## src/rtl/mips_ctrl_pkg.sv

```systemverilog
// Shared encodings for the MIPS ALU control / multiply-divide block.
// Holds the ALUOp classes, funct codes, ALU control words, the sequencer
// state enum, and helpers that classify funct codes.
package mips_ctrl_pkg;

  // ALUOp classes from the main control FSM
  localparam logic [2:0] ALUOP_ADD   = 3'b000;
  localparam logic [2:0] ALUOP_SUB   = 3'b001;
  localparam logic [2:0] ALUOP_RTYPE = 3'b010;
  localparam logic [2:0] ALUOP_OR    = 3'b011;
  localparam logic [2:0] ALUOP_AND   = 3'b100;
  localparam logic [2:0] ALUOP_SLT   = 3'b101;
  localparam logic [2:0] ALUOP_XOR   = 3'b110;
  localparam logic [2:0] ALUOP_ADD2  = 3'b111;

  // R-type funct codes
  localparam logic [5:0] F_SLL   = 6'b000000;
  localparam logic [5:0] F_SRL   = 6'b000010;
  localparam logic [5:0] F_SRA   = 6'b000011;
  localparam logic [5:0] F_MFHI  = 6'b010000;
  localparam logic [5:0] F_MFLO  = 6'b010010;
  localparam logic [5:0] F_MULT  = 6'b011000;
  localparam logic [5:0] F_MULTU = 6'b011001;
  localparam logic [5:0] F_DIV   = 6'b011010;
  localparam logic [5:0] F_DIVU  = 6'b011011;
  localparam logic [5:0] F_ADD   = 6'b100000;
  localparam logic [5:0] F_ADDU  = 6'b100001;
  localparam logic [5:0] F_SUB   = 6'b100010;
  localparam logic [5:0] F_SUBU  = 6'b100011;
  localparam logic [5:0] F_AND   = 6'b100100;
  localparam logic [5:0] F_OR    = 6'b100101;
  localparam logic [5:0] F_XOR   = 6'b100110;
  localparam logic [5:0] F_NOR   = 6'b100111;
  localparam logic [5:0] F_SLT   = 6'b101010;
  localparam logic [5:0] F_SLTU  = 6'b101011;

  // ALU control words
  typedef enum logic [3:0] {
    CNT_AND  = 4'b0000,
    CNT_OR   = 4'b0001,
    CNT_ADD  = 4'b0010,
    CNT_XOR  = 4'b0011,
    CNT_SUB  = 4'b0110,
    CNT_SLT  = 4'b0111,
    CNT_SLL  = 4'b1000,
    CNT_SRL  = 4'b1001,
    CNT_SRA  = 4'b1010,
    CNT_SLTU = 4'b1011,
    CNT_NOR  = 4'b1100
  } alu_cnt_t;

  typedef enum logic [1:0] {
    S_IDLE = 2'd0,
    S_MUL  = 2'd1,
    S_DIV  = 2'd2,
    S_FIX  = 2'd3
  } mdu_state_t;

  // MULT/MULTU/DIV/DIVU all share the 0110xx pattern
  function automatic logic is_mdu_start(input logic [5:0] f);
    return f[5:2] == 4'b0110;
  endfunction

  // Anything that touches HI/LO and therefore must wait on the sequencer
  function automatic logic is_mdu_funct(input logic [5:0] f);
    return is_mdu_start(f) || (f == F_MFHI) || (f == F_MFLO);
  endfunction

endpackage

```

## src/rtl/mdu_iter.sv

```systemverilog
// Iterative multiply/divide datapath.
// load      : latch operand magnitudes (signed ops) or raw values, and signs
// is_div    : 1 = restoring divide, 0 = shift-add multiply (sampled on load)
// is_signed : operands are two's complement (sampled on load)
// step      : perform one iteration (one product/quotient bit)
// a, b      : rs / rt operands
// res_hi/lo : sign-corrected result, valid once WIDTH steps have run
module mdu_iter #(
  parameter int WIDTH = 32
) (
  input  logic             clk,
  input  logic             rst_n,
  input  logic             load,
  input  logic             is_div,
  input  logic             is_signed,
  input  logic             step,
  input  logic [WIDTH-1:0] a,
  input  logic [WIDTH-1:0] b,
  output logic [WIDTH-1:0] res_hi,
  output logic [WIDTH-1:0] res_lo
);

  // acc holds {partial product, multiplier} for MUL and {remainder, dividend/quotient} for DIV
  logic [2*WIDTH-1:0] acc_q, acc_d;
  logic [WIDTH-1:0]   dvs_q, dvs_d;      // multiplicand or divisor magnitude
  logic               div_q, div_d;
  logic               neg_q, neg_d;      // negate product / quotient
  logic               rneg_q, rneg_d;    // negate remainder (dividend sign)
  logic               zero_q, zero_d;    // divide by zero: force quotient to all ones

  logic [WIDTH-1:0]   abs_a, abs_b;
  logic [WIDTH:0]     sum, shifted, diff;
  logic               ge;
  logic [2*WIDTH-1:0] prod;
  logic [WIDTH-1:0]   quo, rem;

  always_comb begin
    abs_a   = (is_signed && a[WIDTH-1]) ? -a : a;
    abs_b   = (is_signed && b[WIDTH-1]) ? -b : b;
    sum     = {1'b0, acc_q[2*WIDTH-1:WIDTH]} + (acc_q[0] ? {1'b0, dvs_q} : '0);
    shifted = {acc_q[2*WIDTH-1:WIDTH], acc_q[WIDTH-1]};
    diff    = shifted - {1'b0, dvs_q};
    ge      = shifted >= {1'b0, dvs_q};

    acc_d  = acc_q;
    dvs_d  = dvs_q;
    div_d  = div_q;
    neg_d  = neg_q;
    rneg_d = rneg_q;
    zero_d = zero_q;
    if (load) begin
      acc_d  = {{WIDTH{1'b0}}, is_div ? abs_a : abs_b};
      dvs_d  = is_div ? abs_b : abs_a;
      div_d  = is_div;
      neg_d  = is_signed && (a[WIDTH-1] ^ b[WIDTH-1]);
      rneg_d = is_signed && a[WIDTH-1];
      zero_d = is_div && (b == '0);
    end else if (step) begin
      if (div_q)
        // Remainder never exceeds the divisor, so WIDTH bits always hold it.
        acc_d = {ge ? diff[WIDTH-1:0] : shifted[WIDTH-1:0], acc_q[WIDTH-2:0], ge};
      else
        acc_d = {sum, acc_q[WIDTH-1:1]};
    end
  end

  always_ff @(posedge clk or negedge rst_n) begin
    if (!rst_n) begin
      acc_q  <= '0;
      dvs_q  <= '0;
      div_q  <= 1'b0;
      neg_q  <= 1'b0;
      rneg_q <= 1'b0;
      zero_q <= 1'b0;
    end else begin
      acc_q  <= acc_d;
      dvs_q  <= dvs_d;
      div_q  <= div_d;
      neg_q  <= neg_d;
      rneg_q <= rneg_d;
      zero_q <= zero_d;
    end
  end

  // Sign fix-up. With a zero divisor every trial subtract succeeds, so the
  // remainder ends as |dividend|; re-signing it restores the original src_a.
  always_comb begin
    prod = neg_q ? -acc_q : acc_q;
    quo  = acc_q[WIDTH-1:0];
    rem  = acc_q[2*WIDTH-1:WIDTH];
    if (div_q) begin
      res_lo = zero_q ? '1 : (neg_q ? -quo : quo);
      res_hi = rneg_q ? -rem : rem;
    end else begin
      res_lo = prod[WIDTH-1:0];
      res_hi = prod[2*WIDTH-1:WIDTH];
    end
  end

endmodule

```

## src/rtl/alu_control_mdu.sv

```systemverilog
// ALU control decode plus iterative MULT/MULTU/DIV/DIVU sequencer with HI/LO.
// ALUOp/funct -> ALUCnt, illegal   : combinational decode
// issue, src_a, src_b              : start a mult/div (or qualify mfhi/mflo)
// hi, lo                           : HI/LO registers
// busy                             : sequencer not idle
// stall                            : HI/LO consumer issued while busy
// done                             : one-cycle pulse after HI/LO are written
// div_zero                         : sticky divide-by-zero flag
module alu_control_mdu
  import mips_ctrl_pkg::*;
#(
  parameter int WIDTH   = 32,
  parameter int ALUOP_W = 3,
  parameter int CNT_W   = 4
) (
  input  logic               clk,
  input  logic               rst_n,
  input  logic [ALUOP_W-1:0] ALUOp,
  input  logic [5:0]         funct,
  input  logic               issue,
  input  logic [WIDTH-1:0]   src_a,
  input  logic [WIDTH-1:0]   src_b,
  output logic [CNT_W-1:0]   ALUCnt,
  output logic               illegal,
  output logic [WIDTH-1:0]   hi,
  output logic [WIDTH-1:0]   lo,
  output logic               busy,
  output logic               stall,
  output logic               done,
  output logic               div_zero
);

  localparam int CW = $clog2(WIDTH) + 1;

  mdu_state_t       state_q, state_d;
  logic [CW-1:0]    cnt_q, cnt_d;
  logic [WIDTH-1:0] hi_q, hi_d, lo_q, lo_d;
  logic             done_q, done_d;
  logic             dz_q, dz_d;

  logic             rtype, start, load, step;
  logic [WIDTH-1:0] res_hi, res_lo;
  alu_cnt_t         cnt_w;

  // ---------------- decode ----------------
  always_comb begin
    cnt_w   = CNT_ADD;
    illegal = 1'b0;
    case (ALUOp)
      ALUOP_W'(ALUOP_ADD):  cnt_w = CNT_ADD;
      ALUOP_W'(ALUOP_SUB):  cnt_w = CNT_SUB;
      ALUOP_W'(ALUOP_OR):   cnt_w = CNT_OR;
      ALUOP_W'(ALUOP_AND):  cnt_w = CNT_AND;
      ALUOP_W'(ALUOP_SLT):  cnt_w = CNT_SLT;
      ALUOP_W'(ALUOP_XOR):  cnt_w = CNT_XOR;
      ALUOP_W'(ALUOP_ADD2): cnt_w = CNT_ADD;
      ALUOP_W'(ALUOP_RTYPE): begin
        case (funct)
          F_ADD, F_ADDU: cnt_w = CNT_ADD;
          F_SUB, F_SUBU: cnt_w = CNT_SUB;
          F_AND:         cnt_w = CNT_AND;
          F_OR:          cnt_w = CNT_OR;
          F_XOR:         cnt_w = CNT_XOR;
          F_NOR:         cnt_w = CNT_NOR;
          F_SLT:         cnt_w = CNT_SLT;
          F_SLTU:        cnt_w = CNT_SLTU;
          F_SLL:         cnt_w = CNT_SLL;
          F_SRL:         cnt_w = CNT_SRL;
          F_SRA:         cnt_w = CNT_SRA;
          default: begin
            // HI/LO ops pass through as ADD; everything else is undefined
            cnt_w   = CNT_ADD;
            illegal = !is_mdu_funct(funct);
          end
        endcase
      end
      default: cnt_w = CNT_ADD;
    endcase
  end

  assign ALUCnt = CNT_W'(cnt_w);

  // ---------------- sequencer ----------------
  assign rtype = (ALUOp == ALUOP_W'(ALUOP_RTYPE));
  assign start = issue && rtype && is_mdu_start(funct) && (state_q == S_IDLE);
  // FIX counts as busy, so an issue there stalls too
  assign stall = issue && rtype && is_mdu_funct(funct) && (state_q != S_IDLE);

  always_comb begin
    state_d = state_q;
    cnt_d   = cnt_q;
    hi_d    = hi_q;
    lo_d    = lo_q;
    done_d  = 1'b0;
    dz_d    = dz_q;
    load    = 1'b0;
    step    = 1'b0;
    case (state_q)
      S_IDLE: begin
        if (start) begin
          load    = 1'b1;
          cnt_d   = '0;
          dz_d    = funct[1] && (src_b == '0);
          state_d = funct[1] ? S_DIV : S_MUL;
        end
      end
      S_MUL, S_DIV: begin
        step  = 1'b1;
        cnt_d = cnt_q + 1'b1;
        if (cnt_q == CW'(WIDTH - 1))
          state_d = S_FIX;
      end
      S_FIX: begin
        hi_d    = res_hi;
        lo_d    = res_lo;
        done_d  = 1'b1;
        state_d = S_IDLE;
      end
      default: state_d = S_IDLE;
    endcase
  end

  always_ff @(posedge clk or negedge rst_n) begin
    if (!rst_n) begin
      state_q <= S_IDLE;
      cnt_q   <= '0;
      hi_q    <= '0;
      lo_q    <= '0;
      done_q  <= 1'b0;
      dz_q    <= 1'b0;
    end else begin
      state_q <= state_d;
      cnt_q   <= cnt_d;
      hi_q    <= hi_d;
      lo_q    <= lo_d;
      done_q  <= done_d;
      dz_q    <= dz_d;
    end
  end

  mdu_iter #(.WIDTH(WIDTH)) u_iter (
    .clk       (clk),
    .rst_n     (rst_n),
    .load      (load),
    .is_div    (funct[1]),
    .is_signed (!funct[0]),
    .step      (step),
    .a         (src_a),
    .b         (src_b),
    .res_hi    (res_hi),
    .res_lo    (res_lo)
  );

  assign hi       = hi_q;
  assign lo       = lo_q;
  assign busy     = (state_q != S_IDLE);
  assign done     = done_q;
  assign div_zero = dz_q;

endmodule
```

## config.mk

```make
export PLATFORM = sky130hd
export DESIGN_NAME = alu_control_mdu
export DESIGN_NICKNAME = d
export VERILOG_FILES = /design/src/rtl/mips_ctrl_pkg.sv /design/src/rtl/mdu_iter.sv /design/src/rtl/alu_control_mdu.sv
export SDC_FILE = /design/constraint.sdc
export NUM_CORES = 1
export LEC_CHECK = 0
export ABC_AREA = 1
export BUFFER_PORTS_ARGS = -buffer_cell sky130_fd_sc_hd__buf_2
export CAP_MARGIN = 5
export CORE_MARGIN = 8
export CORE_UTILIZATION = 40
export DETAILED_ROUTE_END_ITERATION = 10
export PLACE_DENSITY = 0.61
export SLEW_MARGIN = 20
export SYNTH_ARGS = -nofsm -noshare
export SYNTH_HDL_FRONTEND = slang
export SYNTH_SLANG_ARGS = --single-unit
export TNS_END_PERCENT = 10
```

## constraint.sdc

```tcl
create_clock -name clk -period 3.4 [get_ports clk]
set_input_delay 0.51 -clock clk [delete_from_list [all_inputs] [get_ports clk]]
set_output_delay 0.51 -clock clk [all_outputs]
set_load 0.03 [all_outputs]
```

# Yosys cells after proc, flatten, opt, wreduce, memory -nomap -nowiden
# Index checks and enable logic that the tools add are counted.
# word_totals
register_bits,174
input_bits,76
out_inout_bits,73
word_cells,106
# op_classes
n_addsub,8
n_lt_le_gt_ge,1
eq_ne,28
mux,29
bitwise_logic,1
reduce_logical,27
# op_table
cell,n
$mux 32,11
$mux 64,4
$neg 32->32,4
$neg 64->64,1
$eq 6x6->1 const B,10
$pmux 4 s10,1
$add 32x32->33,1
$ge 33x32->1,1
$logic_not 32->1,1
$sub 32x32->32,1
$pmux 4 s7,1
$eq 6x5->1 const B,3
$reduce_or 13->1,1
$eq 3x3->1 const B,4
$eq 6x2->1 const B,2
$pmux 6 s2,1
$logic_and 1x1->1,9
$add 6x1->6 const B,1
$eq 3x2->1 const B,2
$logic_not 6->1,1
$mux 1,6
$mux 2,3
$mux 6,1
$pmux 2 s3,1
other kinds (13),23

# Depth between registers and ports, before layout
# Gate-level depths: netlist (run 1).
# logic_depth
word_depth,7
mapped_depth,20
ltp_nobuf,18

# By module
# Synthesis (run 1) repeated with hierarchy kept, for this count alone.
# hier_totals
cells_unflattened,3181
hier_area_um2,18939.4
# by_module_without_submodules
mod,n_inst,cells_each,area_each_um2,seq_area_each_um2
mdu_iter,1,2888,15574.9,2502.4
alu_control_mdu,1,293,3364.5,1851.8

# Worst setup path before layout (run 1)
# Ideal clock, no wire load.
# synth_timing
path_kind,input to output
from,input port funct[1]
to,output port illegal
arrival_time_ps,2160
required_ps,2890
setup_slack_ps,730
cell_stages,9
path_buffers,0
path_cell_list,inv_1 > nand2_1 > nand2_1 > nor2_1 > inv_1 > o21ai_0 > nor3b_1 > o2111ai_1 > nor4_1
# synth_between
elab_chain_len,6
word_cells_on_any_way,21
classes_between,eq/ne: 14; mux: 2; reduce/logical: 5
# synth_rtl
element,line,text
from (decl),alu_control_mdu.sv:19,"input logic [5:0] funct,"
"parallel branches: the longest is 4 deep, another holds $reduce_or 13->1",-,
$mux 1 (*),alu_control_mdu.sv:58,case (funct)
$mux 1 (*),alu_control_mdu.sv:49,case (ALUOp)
to (decl),alu_control_mdu.sv:24,"output logic illegal,"
# Mark *: on every way between the ends.

# Worst setup path after layout (run 1)
# layout_timing
from,register u_iter.acc_q[38]
to,register u_iter.acc_q[61]
# layout_between
elab_chain_len,5
word_cells_on_any_way,7
classes_between,add/sub: 2; order compare: 1; mux: 4
# layout_rtl
element,line,text
from (decl),mdu_iter.sv:24,"logic [2*WIDTH-1:0] acc_q, acc_d;"
from (signal assigned),mdu_iter.sv:69,acc_q <= '0;
from (signal assigned),mdu_iter.sv:76,acc_q <= acc_d;
$sub 32x32->32 or $ge 33x32->1 (tied branches),"mdu_iter.sv:42, mdu_iter.sv:43",
$mux 32,mdu_iter.sv:61,"acc_d = {ge ? diff[WIDTH-1:0] : shifted[WIDTH-1:0], acc_q[WIDTH-2:0], ge};"
$mux 64 (*),mdu_iter.sv:59,if (div_q)
$mux 64 (*),mdu_iter.sv:58,end else if (step) begin
$mux 64 (*),mdu_iter.sv:51,if (load) begin
# Mark *: on every way between the ends. The rest lies on a longest branch, timed or not. The select of a mux whose other input is x is not followed.
# A chain may end at the register's enable or synchronous reset.

==> impl_metrics.csv, run 1 <==
group,metric,value,unit
outcome,status,"finished, final reports clean",
layout,drive_above_1_share,8.81,%
global_route,grt_pass1_wl,127000,um
clock_network,clock_latency,0.50,ns
layout,seq_area,4330,um2
synthesis,synthFlopType,"dfrtp_1",
timing,rsz0062_at_grt,"false",
floorplanning,io_pins,149,
routing,ant_nets,0,
floorplanning,die_w,228,um
synthesis,ys_ff_latch,173,
timing,setup_viol_count_final,0,
pwr,p_comb_share,8.9,%
clock_network,cts_resized,0,
synthesis,synth.yosys.warnings,0,
timing,hold_slack,0.0510,ns
routing,via_count,21512,
timing,drv_slew,0,
pwr,power.share.clock,45.9,%
pwr,p_leak,10.9,nW
global_route,grt_overflow,0,
clock_network,cts_tree,"done",
clock_network,cts_hold_buffers,0,
place,gp_congestion,1.03,
pwr,power_frac_seq,45.3,%
synthesis,yosysSeqAreaShare,24.1,%
layout,final_nets,3385,
synthesis,postSynthCellCount,3093,
floorplanning,coreArea,44300,um2
clock_network,cts_buffer_depth,2,
setup_path,cp-start-kind,"register",
clock_network,htree_levels,4,
setup_path,path_max_fanout,15,
clock_network,clockRootBuffer,"clkbuf_16",
synthesis,synth-edff-count,0,
routing,drt_iter0_drc,2251,
floorplanning,die_y,228,um
pwr,ir_drop,238,uV
pwr,power.density,224,nW/um2
floorplanning,dieArea,52000,um2
clock_network,clk_pin_slew,0.08,ns
timing,hold_viol,0,
global_route,grt_max_degree,70,
global_route,antenna_found_initial,0,
job,drv_cap,0,
routing,vias_per_cell,5.60,
global_route,first_global_vias,20196,
timing,tns,0,ns
setup_path,endpoint_kind,"register",
timing,tightestPinTransition,0.930,ns
routing,dr.pass1.iters,6,
clock_network,post_cts_buffers,0,
layout,antennaDiodeCount,0,
timing,clock-skew-final,0.0135,ns
layout,area_growth,12.5,%
floorplanning,initial_core_util,40.6,%
hold_path,min_path_type,"primary input to asynchronous set/reset pin",
synthesis,syn_area,18000,um2
setup_path,critical_path_class,"register to register",
synthesis,yosysUniqueCellTypes,51,
routing,wire_per_inst,22.2,um
clock_network,cts_sinks,173,
synthesis,syn_nets,3243,
setup_path,worstPathArrival,3.51,ns
clock_network,cts_made_buffers,17,
pwr,p_int,0.00318,W
timing,fin_crit,3.07,ns
synthesis,syn_avg_cell_area,5.82,um2
timing,fin_crit_sh,90.3,%
pwr,p_sw_share,30.1,%
global_route,grt_util_all_layers,31.7,%
routing,route.detailed.drc,0,
setup_path,required,3.84,ns
layout,multi_input_area,11500,um2
floorplanning,row_count,77,
timing,slew_headroom,37.9,%
place,dpl.hpwl,70100,um
place,io_buffers,148,
pwr,switchingPower,0.00137,W
layout,nFillCells,4890,
synthesis,ys_async_sr_fraction,100,%
routing,wl,85300,um
timing,fmax,326,MHz
## cell type report
class,count,area share [%]
Timing Repair Buffer,216,6.46
Clock buffer,18,2.17
Sequential cell,173,21.4
Clock inverter,14,0.822
Inverter,456,8.47
Multi-Input combinational cell,2371,57.0
Tap cell,592,3.66
## placed cells by master, fill, tap and decap left out, drive strengths merged, types with 5 or more instances in the layout
cell type and instances:
nor3 40, nor2 361, xnor2 17, clkinv 8, o21bai 9, xor2 65, dfrtp 173, nand3b 15
a31oi 46, nor4 8, clkbuf 18, o22ai 13, nand4 45, o221ai 9, inv 462, a21oi 107
a22oi 14, or2 5, o211ai 30, buf 216, nand3 255, nand2 1049, ha 72, a21o 5
o21ai 183
## metrics by stage
step                      instance area (um2)  setup WS (ns)  utilization [%]  std cells  total power (W)
final                                   20200          0.330             45.7       3840          0.00454
after global placement                  19600          0.410             44.3       3808          0.00249
after floorplan                         18000          0.730                -       3093          0.00228
after detailed placement                19600          0.411             44.3       3808          0.00250
after global routing                    20200          0.141             45.7       3840          0.00466
after CTS                               20200          0.382             45.7       3840          0.00456
## worst max-delay path, stage by stage (launching register included)
cell and delay, ns:
dfrtp_1 0.60, ha_1 0.46, nand2_1 0.13, nor2_1 0.27, nand3_1 0.14, nand3_2 0.14
nand2_1 0.06, nand2_1 0.15, nand2_1 0.14, nand2_2 0.12, buf_4 0.25, nand3_1 0.24
nand2_1 0.18, nand3_1 0.08, nand2_1 0.06
## state kept, by name (all words and copies together), names as in the netlist
signal and cells:
u_iter.neg_q 1, cnt_q 6, state_q 2, done 1, u_iter.rneg_q 1, div_zero 1
hi 32, u_iter.acc_q 64, u_iter.div_q 1, u_iter.dvs_q 32, lo 32
## final timing paths
check                      depth (start not counted)                         start  slack [ns]                      endpoint
max                                               14  u_iter.acc_q[38]$_DFFE_PN0P_        0.33  u_iter.acc_q[61]$_DFFE_PN0P_
min                                                1                         rst_n        0.05  u_iter.acc_q[48]$_DFFE_PN0P_
max reg2reg                                       14  u_iter.acc_q[38]$_DFFE_PN0P_        0.33  u_iter.acc_q[61]$_DFFE_PN0P_
min reg2reg                                        2            hi[25]$_DFFE_PN0P_        0.48            hi[25]$_DFFE_PN0P_
max in group asynchronous                          2                         rst_n        2.51  u_iter.acc_q[52]$_DFFE_PN0P_
min in group clk                                   3                     src_b[31]        0.34  u_iter.dvs_q[31]$_DFFE_PN0P_
## power groups by stage
| stage | clock (W) | combinational [W] | sequential (W) |
|---|---|---|---|
| 3_3_place_gp | 0 | 0.000395 | 0.00210 |
| 2_1_floorplan | 0 | 0.000183 | 0.00210 |
| 6_report | 0.00208 | 0.000403 | 0.00206 |
| 4_1_cts | 0.00210 | 0.000401 | 0.00206 |
| 5_1_grt | 0.00217 | 0.000441 | 0.00206 |
| 3_5_place_dp | 0 | 0.000399 | 0.00210 |
## kinds of logic after synthesis
family | after synthesis | synth area share [%]
xor+xnor | 82 | 3.99
buf+inv | 549 | 11.9
fa+ha+maj | 74 | 5.23
flops | 173 | 24.1
simple gates | 1781 | 41.0
compound gates | 434 | 13.9
## metal layers
metal	global-route usage (%)	up-vias	routed length, um
li1	-	10196	-
met3	5.13	141	6470
met2	49.9	1024	37800
met5	0	-	0
met1	42.7	10151	37200
met4	13.4	0	3760
## cells in the mapped netlist (12+ instances only)
cell type,instances,share of area [%]
a21oi_1,107,3.0
a22oi_1,14,0.58
a31oi_1,46,1.6
buf_2,23,0.64
clkbuf_1,53,1.1
dfrtp_1,173,24
ha_1,72,5.0
inv_1,447,9.3
nand2_1,1044,22
nand3_1,253,7.0
nand3b_1,15,0.63
nand4_1,45,1.6
nor2_1,353,7.4
nor3_1,36,1.0
o211ai_1,30,1.3
o21ai_0,167,4.6
o21ai_1,12,0.33
o22ai_1,13,0.45
xnor2_1,17,0.83
xor2_1,65,3.2
Note: power is estimated with default switching activity, not from simulation.
==> run 2, diff against run 1 <==
- CAP_MARGIN: 5 -> default
- clock period: 3.4 -> 3.46 ns (I/O delays scaled with it)
==> impl_metrics.csv, run 2 (synthesis gave the netlist of run 1 again) <==
group,metric,value,unit
outcome,status,"finished, final reports clean",
place,io_buffers,148,
floorplanning,dieArea,52000,um2
timing,rsz0062_at_grt,"false",
place,dpl.hpwl,69900,um
floorplanning,die_y,228,um
routing,route.detailed.drc,0,
global_route,first_global_vias,20223,
floorplanning,coreArea,44300,um2
global_route,grt_util_all_layers,31.7,%
timing,fin_ws,0.344,ns
timing,hold_viol,0,
timing,tightestPinTransition,0.937,ns
setup_path,endpoint_kind,"register",
pwr,p_leak,10.9,nW
layout,stdcell_area,20200,um2
place,pre_cts_ws,0.442,ns
setup_path,crit-reg2reg-capture,"u_iter.acc_q[43]$_DFFE_PN0P_",
routing,via_count,21417,
timing,slew_headroom,37.4,%
clock_network,post_cts_buffers,0,
timing,drv_slew,0,
clock_network,cts_made_buffers,17,
floorplanning,row_count,77,
pwr,p_int,0.00319,W
setup_path,required,3.86,ns
layout,area_growth,12.4,%
setup_path,rr_worst_depth,14,
global_route,grt_overflow,0,
setup_path,r2r_slack,0.34,ns
floorplanning,die_w,228,um
pwr,switchingPower,0.00140,W
pwr,p_comb_share,8.7,%
routing,dr.pass1.iters,6,
layout,drive_above_1_share,8.69,%
setup_path,cp-start-kind,"register",
floorplanning,io_pins,149,
layout,top_register,"u_iter.acc_q",
clock_network,htree_levels,4,
layout,layout_commonest_cell,"nand2_1",
timing,fin_crit_sh,90.1,%
timing,fin_crit,3.12,ns
layout,nFillCells,4926,
layout,final_nets,3381,
pwr,p_sw_share,30.5,%
timing,hold_slack,0.0782,ns
place,gp_congestion,1.04,
global_route,antenna_found_initial,0,
setup_path,worstPathArrival,3.51,ns
floorplanning,initial_core_util,40.6,%
setup_path,critical_path_class,"register to register",
routing,wire_per_inst,22.2,um
layout,utilization,45.6,%
clock_network,cts_tree,"done",
hold_path,min_path_type,"primary input to asynchronous set/reset pin",
setup_path,rr_startpoint,"u_iter.acc_q[42]$_DFFE_PN0P_",
global_route,grt_max_degree,76,
timing,fmax,321,MHz
job,drv_cap,0,
timing,clock-skew-final,0.0138,ns
layout,final_cell_mix,"1044 x nand2_1, 447 x inv_1, 353 x nor2_1",
pwr,ir_drop,330,uV
place,post_dp_cell_area,19600,um2
layout,largest_reg_flops,64,
setup_path,path_max_fanout,8,
clock_network,cts_buffer_depth,2,
clock_network,cts_hold_buffers,0,
clock_network,clockRootBuffer,"clkbuf_16",
layout,antennaDiodeCount,0,
clock_network,clock_latency,0.50,ns
routing,ant_nets,0,
clock_network,cts_sinks,173,
global_route,grt_pass1_wl,127000,um
routing,vias_per_cell,5.58,
pwr,power.share.clock,47.3,%
pwr,power_frac_seq,44.1,%
clock_network,cts_resized,0,
routing,drt_iter0_drc,2297,
timing,setup_viol_count_final,0,
timing,tns,0,ns
clock_network,clk_pin_slew,0.08,ns
pwr,power.density,227,nW/um2
routing,wl,85000,um
==> run 2: worst max-delay path by stage <==
stage	start	to	slack, ns	cells after the start
after global routing	u_iter.acc_q[38]$_DFFE_PN0P_	u_iter.acc_q[32]$_DFFE_PN0P_	0.17	14
after global placement	u_iter.acc_q[38]$_DFFE_PN0P_	u_iter.acc_q[45]$_DFFE_PN0P_	0.43	14
after floorplan	funct[1]	illegal	0.77	9
after detailed placement	u_iter.acc_q[38]$_DFFE_PN0P_	u_iter.acc_q[43]$_DFFE_PN0P_	0.44	14
final	u_iter.acc_q[42]$_DFFE_PN0P_	u_iter.acc_q[43]$_DFFE_PN0P_	0.34	14
after CTS	u_iter.acc_q[38]$_DFFE_PN0P_	u_iter.acc_q[43]$_DFFE_PN0P_	0.42	14
==> run 2: final cells by class <==
type	instances	area (um2)	area share, %
Clock buffer	17	425	2.10
Clock inverter	15	208	1.03
Inverter	456	1710	8.48
Multi-Input combinational cell	2371	11500	57.1
Sequential cell	173	4330	21.4
Tap cell	592	741	3.66
Timing Repair Buffer	212	1260	6.26
==> run 2: power by group through the flow <==
| stage | clock (W) | combinational [W] | sequential, W |
|---|---|---|---|
| 5_1_grt | 0.00226 | 0.000434 | 0.00202 |
| 4_1_cts | 0.00219 | 0.000394 | 0.00202 |
| 3_5_place_dp | 0 | 0.000393 | 0.00206 |
| 2_1_floorplan | 0 | 0.000179 | 0.00206 |
| 6_report | 0.00217 | 0.000397 | 0.00202 |
| 3_3_place_gp | 0 | 0.000387 | 0.00206 |
==> run 2: through the flow <==
step                std cells  power (W)
floorplan                3093    0.00224
global placement         3804    0.00245
detailed placement       3804    0.00245
CTS                      3836    0.00460
global route             3836    0.00472
finish                   3836    0.00458
==> run 2: worst max-delay path, stage by stage (launching register included) <==
cell and delay (ns):
dfrtp_1 0.59, ha_1 0.49, nand2_1 0.13, nor2_1 0.23, nand2_1 0.14, nor2_1 0.15, nand3_1 0.08, nand3_1 0.09
nor2_1 0.07, nand2_2 0.18, nand2_1 0.25, inv_1 0.33, nand2_1 0.12, nand3_1 0.10, nand2_1 0.05
==> run 2: routing by layer <==
layer / wire [um] / vias to the layer above / global-route usage, %
li1: - / 10181 / -
met1: 36900 / 10105 / 42.3
met4: 4090 / 0 / 14.0
met3: 6360 / 147 / 5.44
met2: 37600 / 984 / 49.7
met5: 0 / - / 0
